===== config.mk =====
export PLATFORM = sky130hd
export DESIGN_NAME = uart_transmitter
export DESIGN_NICKNAME = d
export VERILOG_FILES = /design/src/rtl/uart_transmitter.sv
export SDC_FILE = /design/constraint.sdc
export NUM_CORES = 1
export LEC_CHECK = 0
export ABC_CLOCK_PERIOD_IN_PS = 3240
export BUFFER_PORTS_ARGS = -buffer_cell sky130_fd_sc_hd__buf_2
export CORE_ASPECT_RATIO = 1.2
export CORE_MARGIN = 8
export CORE_UTILIZATION = 33
export DETAILED_ROUTE_END_ITERATION = 7
export HOLD_SLACK_MARGIN = 0.02
export SLEW_MARGIN = 0
export SYNTH_ARGS = -nofsm -noshare
export SYNTH_HDL_FRONTEND = slang
export SYNTH_SLANG_ARGS = --single-unit
export TNS_END_PERCENT = 50

===== constraint.sdc =====
create_clock -name clk_i -period 3.24 [get_ports clk_i]
set_input_delay 0.648 -clock clk_i [delete_from_list [all_inputs] [get_ports clk_i]]
set_output_delay 0.648 -clock clk_i [all_outputs]
set_load 0.02 [all_outputs]

===== src/rtl/uart_transmitter.sv =====
// UART transmit serializer: takes one word per valid/ready handshake and sends it
// LSB first as a start bit, data bits, an optional parity bit and 1 or 2 stop bits.
module uart_transmitter #(
  parameter int DIV_SIZE  = 16,
  parameter int DATA_UART = 8
) (
  input  logic                 clk_i,
  input  logic                 rstn_i,
  input  logic                 en_i,
  input  logic                 stop_bits_i,
  input  logic                 parity_bit_i,
  input  logic                 parity_odd_i,
  input  logic [DIV_SIZE-1:0]  baud_div_i,
  input  logic [DATA_UART-1:0] tx_data_i,
  input  logic                 tx_valid_i,
  output logic                 tx_ready_o,
  output logic                 tx_busy_o,
  output logic                 tx_o
);

  localparam int CNT_W = (DATA_UART > 2) ? $clog2(DATA_UART) : 1;

  typedef enum logic [2:0] {
    IDLE   = 3'd0,
    START  = 3'd1,
    DATA   = 3'd2,
    PARITY = 3'd3,
    STOP   = 3'd4
  } state_e;

  state_e               state_q, state_d;
  logic [DIV_SIZE-1:0]  cnt_q, cnt_d;
  logic [DIV_SIZE-1:0]  last_q, last_d;      // bit period minus one, latched at accept
  logic [CNT_W-1:0]     bitcnt_q, bitcnt_d;
  logic [DATA_UART-1:0] shift_q, shift_d;
  logic                 par_q, par_d;
  logic                 par_en_q, par_en_d;
  logic                 stop2_q, stop2_d;
  logic                 stop_flag_q, stop_flag_d;
  logic                 tx_q, tx_d;
  logic                 busy_q, busy_d;

  logic bit_end;
  logic accept;

  assign tx_ready_o = (state_q == IDLE) & en_i;
  assign accept     = tx_valid_i & tx_ready_o;
  assign bit_end    = (cnt_q == last_q);
  assign tx_o       = tx_q;
  assign tx_busy_o  = busy_q;

  // NOTE: sequential state uses non-blocking assignments only, so every register
  // samples the values of the previous cycle regardless of statement order.
  always_ff @(posedge clk_i or negedge rstn_i) begin
    if (!rstn_i) begin
      state_q     <= IDLE;
      cnt_q       <= '0;
      last_q      <= '0;
      bitcnt_q    <= '0;
      shift_q     <= '0;
      par_q       <= 1'b0;
      par_en_q    <= 1'b0;
      stop2_q     <= 1'b0;
      stop_flag_q <= 1'b0;
      tx_q        <= 1'b1;
      busy_q      <= 1'b0;
    end else begin
      state_q     <= state_d;
      cnt_q       <= cnt_d;
      last_q      <= last_d;
      bitcnt_q    <= bitcnt_d;
      shift_q     <= shift_d;
      par_q       <= par_d;
      par_en_q    <= par_en_d;
      stop2_q     <= stop2_d;
      stop_flag_q <= stop_flag_d;
      tx_q        <= tx_d;
      busy_q      <= busy_d;
    end
  end

  // NOTE: every signal driven here gets its hold value first; a path that
  // leaves one unassigned would infer a latch.
  always_comb begin
    state_d     = state_q;
    cnt_d       = cnt_q;
    last_d      = last_q;
    bitcnt_d    = bitcnt_q;
    shift_d     = shift_q;
    par_d       = par_q;
    par_en_d    = par_en_q;
    stop2_d     = stop2_q;
    stop_flag_d = stop_flag_q;
    tx_d        = tx_q;
    busy_d      = busy_q;

    if (state_q != IDLE) begin
      cnt_d = bit_end ? '0 : cnt_q + DIV_SIZE'(1);
    end

    case (state_q)
      IDLE: begin
        tx_d   = 1'b1;
        busy_d = 1'b0;
        if (accept) begin
          state_d     = START;
          cnt_d       = '0;
          // A divisor of zero behaves as one clock per bit.
          last_d      = (baud_div_i == '0) ? '0 : baud_div_i - DIV_SIZE'(1);
          bitcnt_d    = '0;
          shift_d     = tx_data_i;
          par_d       = ^tx_data_i ^ parity_odd_i;
          par_en_d    = parity_bit_i;
          stop2_d     = stop_bits_i;
          stop_flag_d = 1'b0;
          tx_d        = 1'b0;
          busy_d      = 1'b1;
        end
      end

      START: begin
        if (bit_end) begin
          state_d = DATA;
          tx_d    = shift_q[0];
        end
      end

      DATA: begin
        if (bit_end) begin
          shift_d  = shift_q >> 1;
          bitcnt_d = bitcnt_q + CNT_W'(1);
          if (bitcnt_q == CNT_W'(DATA_UART - 1)) begin
            bitcnt_d = '0;
            if (par_en_q) begin
              state_d = PARITY;
              tx_d    = par_q;
            end else begin
              state_d = STOP;
              tx_d    = 1'b1;
            end
          end else begin
            tx_d = shift_q[1];
          end
        end
      end

      PARITY: begin
        if (bit_end) begin
          state_d = STOP;
          tx_d    = 1'b1;
        end
      end

      STOP: begin
        tx_d = 1'b1;
        if (bit_end) begin
          if (stop2_q && !stop_flag_q) begin
            stop_flag_d = 1'b1;
          end else begin
            state_d     = IDLE;
            stop_flag_d = 1'b0;
            busy_d      = 1'b0;
          end
        end
      end

      default: begin
        state_d     = IDLE;
        cnt_d       = '0;
        stop_flag_d = 1'b0;
        tx_d        = 1'b1;
        busy_d      = 1'b0;
      end
    endcase
  end

endmodule


==> results of run 1 <==
==> logic make-up (layout without fill, tap and decap cells) <==
family          Yosys count  in the layout  synth area share
mux                      21             21           0.08534
simple gates            106            106            0.1884
xor+xnor                 51             51            0.1508
compound gates           40             40           0.08112
buf+inv                  22             55           0.03337
fa+ha+maj                 5              5           0.02112
flops                    52             52            0.4398
==> state kept, by name, summed over array words and instances (netlist names) <==
register	count
stop2_q	1
state_q	3
par_q	1
last_q	16
cnt_q	16
par_en_q	1
bitcnt_q	3
stop_flag_q	1
tx_busy_o	1
tx_o	1
shift_q	8
==> cell usage after synthesis (all sizes together) (2+ instances only) <==
library cell / n / area (um2)
inv: 10 / 37.54
mux2: 16 / 202.7
nor2b: 2 / 12.51
o21ai: 21 / 105.1
a21o: 2 / 15.01
clkbuf: 9 / 33.78
and3: 3 / 18.77
or3: 2 / 12.51
xor2: 34 / 297.8
buf: 3 / 27.52
mux2i: 5 / 50.05
dfrtp: 51 / 1276
nor3: 9 / 50.05
nor2: 27 / 101.4
nor4: 7 / 83.83
a311oi: 2 / 17.52
nand2: 33 / 123.9
nand3b: 2 / 15.01
nand3: 7 / 35.03
xnor2: 17 / 148.9
a21oi: 6 / 30.03
and4: 2 / 17.52
nand4: 8 / 56.30
ha: 5 / 62.56
==> where the power goes <==
group | internal (mW) | switching (mW)
Clock | 0.147 | 0.210
Sequential | 0.883 | 0.198
Combinational | 0.389 | 0.390
Total | 1.42 | 0.799
==> through the flow <==
step / worst slack [ns] / hold slack (ns) / total power, mW / instance area [um2]
6_report: 0.9936 / 0.2926 / 2.218 / 3334
5_1_grt: 0.8217 / 0.3311 / 2.405 / 3334
4_1_cts: 0.9967 / 0.3157 / 2.247 / 3334
3_5_place_dp: 0.9771 / 0.4765 / 1.885 / 3253
3_3_place_gp: 1.022 / 0.4734 / 1.865 / 3253
2_1_floorplan: 1.179 / 0.3524 / 1.680 / 2962
==> area by class of cell <==
| class | instances | area [um2] | area share |
|---|---|---|---|
| repair buffers | 38 | 202.7 | 0.06079 |
| clock inverters | 2 | 12.51 | 0.003752 |
| inverters | 10 | 37.54 | 0.01126 |
| multi-input cells | 223 | 1560 | 0.4679 |
| well taps | 120 | 150.1 | 0.04503 |
| flip-flops and latches | 52 | 1303 | 0.3906 |
| clock buffers | 5 | 68.82 | 0.02064 |
==> worst min path at each step <==
stage,depth (start not counted),slack (ns),end,startpoint
after floorplan,0,0.35,bitcnt_q[0],rstn_i
final,1,0.29,last_q[11],rstn_i
after CTS,1,0.32,last_q[11],rstn_i
after global routing,1,0.33,cnt_q[9],rstn_i
after global placement,2,0.47,par_q,par_q
after detailed placement,2,0.48,par_q,par_q
==> routing by layer <==
metal / vias up / global-route usage
li1: 1087 / -
met1: 1040 / 0.1337
met2: 24 / 0.1701
met3: 9 / 0.01912
met4: 0 / 0.05520
met5: - / 0
==> Implementation_results.wiki, run 1 <==
{| class="wikitable"
! Metric !! Value
|-
| Run status || completed
|-
| Cell total after placement || 443
|-
| Number of synthesized register bits || 52
|-
| Reg-to-reg slack, setup || 0.99 ns
|-
| Final worst path period share || 0.6933
|-
| Global-route usage over all layers || 0.1067
|-
| Final instance count without filler cells || 450
|-
| Worst Path Required || 3.44 ns
|-
| Post-synthesis async set-or-reset flop share || 1.000
|-
| Clock root buffer || clkbuf_8
|-
| Cell area after technology mapping || 0.002962 mm2
|-
| Power per Cell Area || 665.0 mW/mm2
|-
| Critical path's largest stage delay || 0.58 ns
|-
| Commonest non-fill, non-tap cells in the layout || 51 x dfrtp_1, 34 x xor2_1, 33 x nand2_1, 33 x buf_2, 27 x nor2_1
|-
| Number of warnings reported in the yosys synthesis log || 0
|-
| DIE HEIGHT || 119.8 um
|-
| Highest fanout seen on the critical path || 11
|-
| Sum of routed wire length over all layers || 5.910 mm
|-
| Leak || 1.542 nW
|-
| Starting density of the core || 0.3331
|-
| Reg clk slew, reported paths || 0.09 ns
|-
| Worst hold path type || in2async
|-
| Routed via count || 2160
|-
| Post-layout net count || 366
|-
| Antenna violations before repair || 0
|-
| Die area || 0.01227 mm2
|-
| Cell with the largest stage delay on the worst path || or4_4
|-
| Minimum clock period || 2.246 ns
|-
| Number of buffers created by CTS || 5
|-
| Wire length on met1 || 2.887 mm
|-
| Category of the worst setup path launch point || flop
|-
| Final RePlAce weighted congestion || 0.8483
|-
| DRC Markers || 0
|-
| Data arrival time of the critical path || 2.45 ns
|-
| Setup violators final || 0
|-
| Final Max Tran Viols || 0
|-
| Final TNS setup || 0 ns
|-
| Top Layer Used || met4
|-
| EDFF count, synth || 0
|-
| Crit Path Class || reg2reg
|-
| Global-route wire length before repair || 10.47 mm
|-
| Total number of H-tree levels || 2
|-
| Leading cell type in the layout, fill and taps excluded || dfrtp_1
|-
| Worst max-slew margin expressed relative to the limit || 0.4843
|-
| Mean routed wirelength per cell || 13.13 um
|-
| Count of mapped cells out of synthesis || 297
|-
| Startpoint of the most critical register-to-register path || cnt_q[9]
|-
| Via density || 4.800
|-
| Clock tree from TritonCTS || yes
|-
| Hold-fix buffers at CTS || 0
|-
| Setup crit end kind || flop
|-
| FF-to-FF End || shift_q[0]
|-
| Die Wd || 102.5 um
|-
| CP endpoint || shift_q[0]
|-
| Max IR drop VDD || 0.2226 mV
|-
| Fmax || 0.4452 GHz
|-
| Longest Clk Path Bufs || 2
|-
| Vias in the first global route || 2222
|-
| Remaining number of nets flagged by the antenna check after routing || 0
|-
| RSZ-0062 raised after global routing || false
|-
| Proportion of layout cells with a drive suffix above 1 || 0.2030
|-
| IO buf count || 33
|-
| Post-synthesis net count || 333
|-
| Number of buffers added for setup after CTS || 0
|-
| Sequential share of the synthesized area || 0.4398
|-
| Number of diodes || 0
|-
| Maximum number of pins on one net before global-route repair || 33
|-
| Number of sinks driven by the clock tree || 52
|-
| Transition time at the pin with the least slew margin || 0.7664 ns
|-
| Final core occ || 0.3750
|-
| Worst-case clock skew || 0.002362 ns
|-
| Crit-path cells || xor2_1 > nor4_2 > nand4_2 > or4_4 > mux2_1
|-
| Starting DRC count in detailed routing || 68
|-
| Count of final hold-check violations || 0
|-
| GR Overflow Total || 0
|-
| Worst Reg-to-Reg Cells || 5
|-
| Number of maximum-capacitance violations || 0
|-
| Critical path origin || cnt_q[9]
|-
| Later-pin clock latency in the skew report || 0.31 ns
|-
| Number of rows created at floorplan || 38
|-
| Depth of the critical timing path with buffers and inverters included || 5
|-
| DR pass1 iterations || 4
|-
| Top-level I/O count || 34
|-
| Syn_area_per_cell || 9.972 um2
|-
| Count of distinct cell types in the synthesized netlist || 46
|-
| Critical path buffers and inverters || 0
|-
| Layout area overhead || 12.59%
|-
| Met2 routed wirelength || 2.791 mm
|-
| Core area || 0.008891 mm2
|-
| Wire length on met3 || 95 um
|-
| Count of instances resized after the clock tree is built || 0
|-
| DP HPWL || 4.592 mm
|-
| Family of cells with the greatest summed delay on the critical path || simple AND/OR/NAND/NOR gates
|-
| Commonest register cell after synthesis || dfrtp_1
|-
| Fill cell total of the finished layout || 914
|}
Power figures use the tool's default switching activity.
==> inputs of run 2 (changes only) <==
--- a/config.mk
+++ b/config.mk
@@ -5,7 +5,8 @@
 export SDC_FILE = /design/constraint.sdc
 export NUM_CORES = 1
 export LEC_CHECK = 0
-export ABC_CLOCK_PERIOD_IN_PS = 3240
+export ABC_AREA = 1
+export ABC_CLOCK_PERIOD_IN_PS = 2250
 export BUFFER_PORTS_ARGS = -buffer_cell sky130_fd_sc_hd__buf_2
 export CORE_ASPECT_RATIO = 1.2
 export CORE_MARGIN = 8
==> constraint.sdc (replaced) <==
create_clock -name clk_i -period 2.25 [get_ports clk_i]
set_input_delay 0.45 -clock clk_i [delete_from_list [all_inputs] [get_ports clk_i]]
set_output_delay 0.45 -clock clk_i [all_outputs]
set_load 0.02 [all_outputs]
==> run 2 against run 1 <==
Routed wire length up 22%. Die area rose by 9.6%. Sequential share of layout area decreased by 4.6 points. Non-clock buffer count did not move. Global-route usage rose by 0.71 points. Via count rose by 33%. Register-to-register slack worse by 0.51 ns. Combinational power up 110%. Largest power group is now combinational logic.
==> Implementation_results.wiki, run 2 <==
{| class="wikitable"
! Metric !! Value
|-
| RSZ-0062 raised after global routing || false (unchanged)
|-
| Hold-fix buffers at CTS || 0 (unchanged)
|-
| Most instantiated library cell after synthesis || nand2_1 (was dfrtp_1)
|-
| GR Overflow Total || 0 (unchanged)
|-
| Number of buffers added for setup after CTS || 0 (unchanged)
|-
| Remaining number of nets flagged by the antenna check after routing || 0 (unchanged)
|-
| Setup violators final || 0 (unchanged)
|-
| EDFF count, synth || 0 (unchanged)
|-
| Fill cell total of the finished layout || 1041 (was 914)
|-
| Count of final hold-check violations || 0 (unchanged)
|-
| Proportion of layout cells with a drive suffix above 1 || 0.1400 (was 0.2030)
|-
| Sum of routed wire length over all layers || 7.197 mm (was 5.910 mm)
|-
| Synth top cells by count || 154 x nand2_1, 61 x inv_1, 53 x nor2_1, 51 x dfrtp_1, 45 x nand3_1 (was 51 x dfrtp_1, 34 x xor2_1, 33 x nand2_1, 27 x nor2_1, 19 x o21ai_1)
|-
| Count of distinct cell types in the synthesized netlist || 34 (was 46)
|-
| Crit Path Class || reg2reg (unchanged)
|-
| Fmax || 0.5647 GHz (was 0.4452 GHz)
|-
| Global-route wire length before repair || 12.69 mm (was 10.47 mm)
|-
| Worst Reg-to-Reg Cells || 8 (was 5)
|-
| Cell area after technology mapping || 0.003296 mm2 (was 0.002962 mm2)
|-
| Total number of H-tree levels || 2 (unchanged)
|-
| DRC Markers || 0 (unchanged)
|-
| Final TNS setup || 0 ns (unchanged)
|-
| Antenna violations before repair || 0 (unchanged)
|-
| Setup crit end kind || flop (unchanged)
|-
| Largest registers || cnt_q x16, last_q x16, shift_q x8 (unchanged)
|-
| Later-pin clock latency in the skew report || 0.29 ns (was 0.31 ns)
|-
| Global-route usage over all layers || 0.1139 (was 0.1067)
|-
| Placed cell area || 0.003611 mm2 (was 0.003253 mm2)
|-
| DR pass1 iterations || 4 (unchanged)
|-
| Core area || 0.009859 mm2 (was 0.008891 mm2)
|-
| Top-level I/O count || 34 (unchanged)
|-
| Leak || 1.939 nW (was 1.542 nW)
|-
| Layout area overhead || 14.54% (was 12.59%)
|-
| Longest Clk Path Bufs || 2 (unchanged)
|-
| Post-route design area || 0.003775 mm2 (was 0.003334 mm2)
|-
| DIE HEIGHT || 125.5 um (was 119.8 um)
|-
| Max IR drop VDD || 0.3669 mV (was 0.2226 mV)
|-
| Number of sinks driven by the clock tree || 52 (unchanged)
|-
| Category of the worst setup path launch point || flop (unchanged)
|-
| DP HPWL || 5.636 mm (was 4.592 mm)
|-
| Worst Path Required || 2.48 ns (was 3.44 ns)
|-
| Maximum number of pins on one net before global-route repair || 28 (was 33)
|-
| Post-synth top area cell || dfrtp_1 (unchanged)
|-
| Final core occ || 0.3829 (was 0.3750)
|-
| Number of diodes || 0 (unchanged)
|-
| Number of rows created at floorplan || 40 (was 38)
|-
| Commonest non-fill, non-tap cells in the layout || 154 x nand2_1, 61 x inv_1, 53 x nor2_1 (was 51 x dfrtp_1, 34 x xor2_1, 33 x nand2_1, 33 x buf_2, 27 x nor2_1)
|-
| Minimum clock period || 1.771 ns (was 2.246 ns)
|-
| Worst hold path type || in2async (unchanged)
|-
| Number of synthesized register bits || 52 (unchanged)
|-
| Routed via count || 2872 (was 2160)
|-
| Post-synthesis net count || 505 (was 333)
|-
| Syn_area_per_cell || 7.027 um2 (was 9.972 um2)
|-
| Starting density of the core || 0.3343 (was 0.3331)
|-
| Worst Hold Slack || 0.1615 ns (was 0.2926 ns)
|-
| Top cell type's share of synthesized area || 0.3872 (was 0.4309)
|-
| Number of maximum-capacitance violations || 0 (unchanged)
|-
| Post-layout net count || 542 (was 366)
|-
| Mean routed wirelength per cell || 11.37 um (was 13.13 um)
|-
| Clock root buffer || clkbuf_16 (was clkbuf_8)
|-
| Final worst path period share || 0.7871 (was 0.6933)
|-
| Starting DRC count in detailed routing || 153 (was 68)
|-
| Clock tree from TritonCTS || yes (unchanged)
|-
| Die area || 0.01345 mm2 (was 0.01227 mm2)
|-
| Worst-case clock skew || 0.007267 ns (was 0.002362 ns)
|-
| Final Max Tran Viols || 0 (unchanged)
|-
| Post-synthesis async set-or-reset flop share || 1.000 (unchanged)
|-
| Top post-synthesis cells by area || dfrtp_1 39%, nand2_1 18%, inv_1 6.9% (was dfrtp_1 43%, xor2_1 10%, xnor2_1 5.0%)
|-
| Highest fanout seen on the critical path || 8 (was 11)
|-
| Die Wd || 107.2 um (was 102.5 um)
|-
| Commonest register cell after synthesis || dfrtp_1 (unchanged)
|-
| Final RePlAce weighted congestion || 0.8248 (was 0.8483)
|-
| Power per Cell Area || 1051 mW/mm2 (was 665.0 mW/mm2)
|-
| Worst max-slew margin expressed relative to the limit || 0.5945 (was 0.4843)
|-
| Number of warnings reported in the yosys synthesis log || 0 (unchanged)
|-
| Vias in the first global route || 2810 (was 2222)
|-
| Leading cell type in the layout, fill and taps excluded || nand2_1 (was dfrtp_1)
|-
| Number of buffers created by CTS || 5 (unchanged)
|-
| Run status || completed (unchanged)
|-
| Count of mapped cells out of synthesis || 469 (was 297)
|-
| IO buf count || 33 (unchanged)
|-
| Via density || 4.537 (was 4.800)
|-
| Count of instances resized after the clock tree is built || 0 (unchanged)
|-
| Sequential share of the synthesized area || 0.3952 (was 0.4398)
|-
| Transition time at the pin with the least slew margin || 0.6082 ns (was 0.7664 ns)
|-
| Reg clk slew, reported paths || 0.07 ns (was 0.09 ns)
|-
| Power consumption || 3.969 mW (was 2.218 mW)
|-
| Data arrival time of the critical path || 2.00 ns (was 2.45 ns)
|}
[run 2: layer usage]
| layer | share of wire | vias to the layer above | wire length [um] | global-route usage |
|---|---|---|---|---|
| met2 | 0.45 | 49 | 3261 | 0.1872 |
| met5 | 0 | - | 0 | 0 |
| met1 | 0.49 | 1276 | 3538 | 0.1429 |
| met4 | 0.013 | 0 | 94 | 0.03485 |
| li1 | - | 1540 | - | - |
| met3 | 0.042 | 7 | 302 | 0.02621 |
[run 2: kinds of logic (layout without fill, tap and decap cells)]
family,after synthesis,after routing,share of synthesized area
and+or+nand+nor,282,282,0.3797
buffers and inverters,76,114,0.09529
DFF,52,52,0.3952
AOI/OAI and AO/OA,35,35,0.06036
xor gates and xnor gates,19,19,0.05049
adders and majority gates,5,5,0.01898
[run 2: final timing paths]
| path | from | to | slack [ns] |
|---|---|---|---|
| setup / recovery | state_q[0] | shift_q[6] | 0.48 |
| hold / removal | rstn_i | stop2_q | 0.16 |
| setup reg to reg | state_q[0] | shift_q[6] | 0.48 |
| hold reg to reg | tx_busy_o | tx_busy_o | 0.48 |
| max in group asynchronous | rstn_i | tx_o | 1.47 |
| min in group clk_i | baud_div_i[0] | last_q[0] | 0.36 |
[run 2: final cells by class]
class,instances,area [um2],share of cell area
Multi-Input combinational cell,341,1679,0.4448
Clock inverter,2,35.03,0.009281
Clock buffer,6,128.9,0.03414
Sequential cell,52,1303,0.3450
Inverter,68,256.5,0.06795
Tap cell,126,157.7,0.04176
Timing Repair Buffer,38,215.2,0.05701
[run 2: report_power, final]
group / internal, mW / total, mW / switching [mW]
Clock: 0.524 / 0.860 / 0.336
Sequential: 1.26 / 1.48 / 0.214
Combinational: 0.593 / 1.63 / 1.04
[run 2: worst max-delay path: stages (launching register included)]
cell	delay, ns
dfrtp_1	0.45
nor2_4	0.17
nand2_4	0.13
nor3_4	0.29
buf_4	0.22
inv_2	0.04
nand2_1	0.21
nand3_1	0.12
nand2_1	0.08
[run 2: per-stage QoR]
stage	std cells	worst slack [ns]
floorplan	469	0.7408
global placement	625	0.3473
detailed placement	625	0.3332
CTS	633	0.4673
global route	633	0.2466
finish	633	0.4791
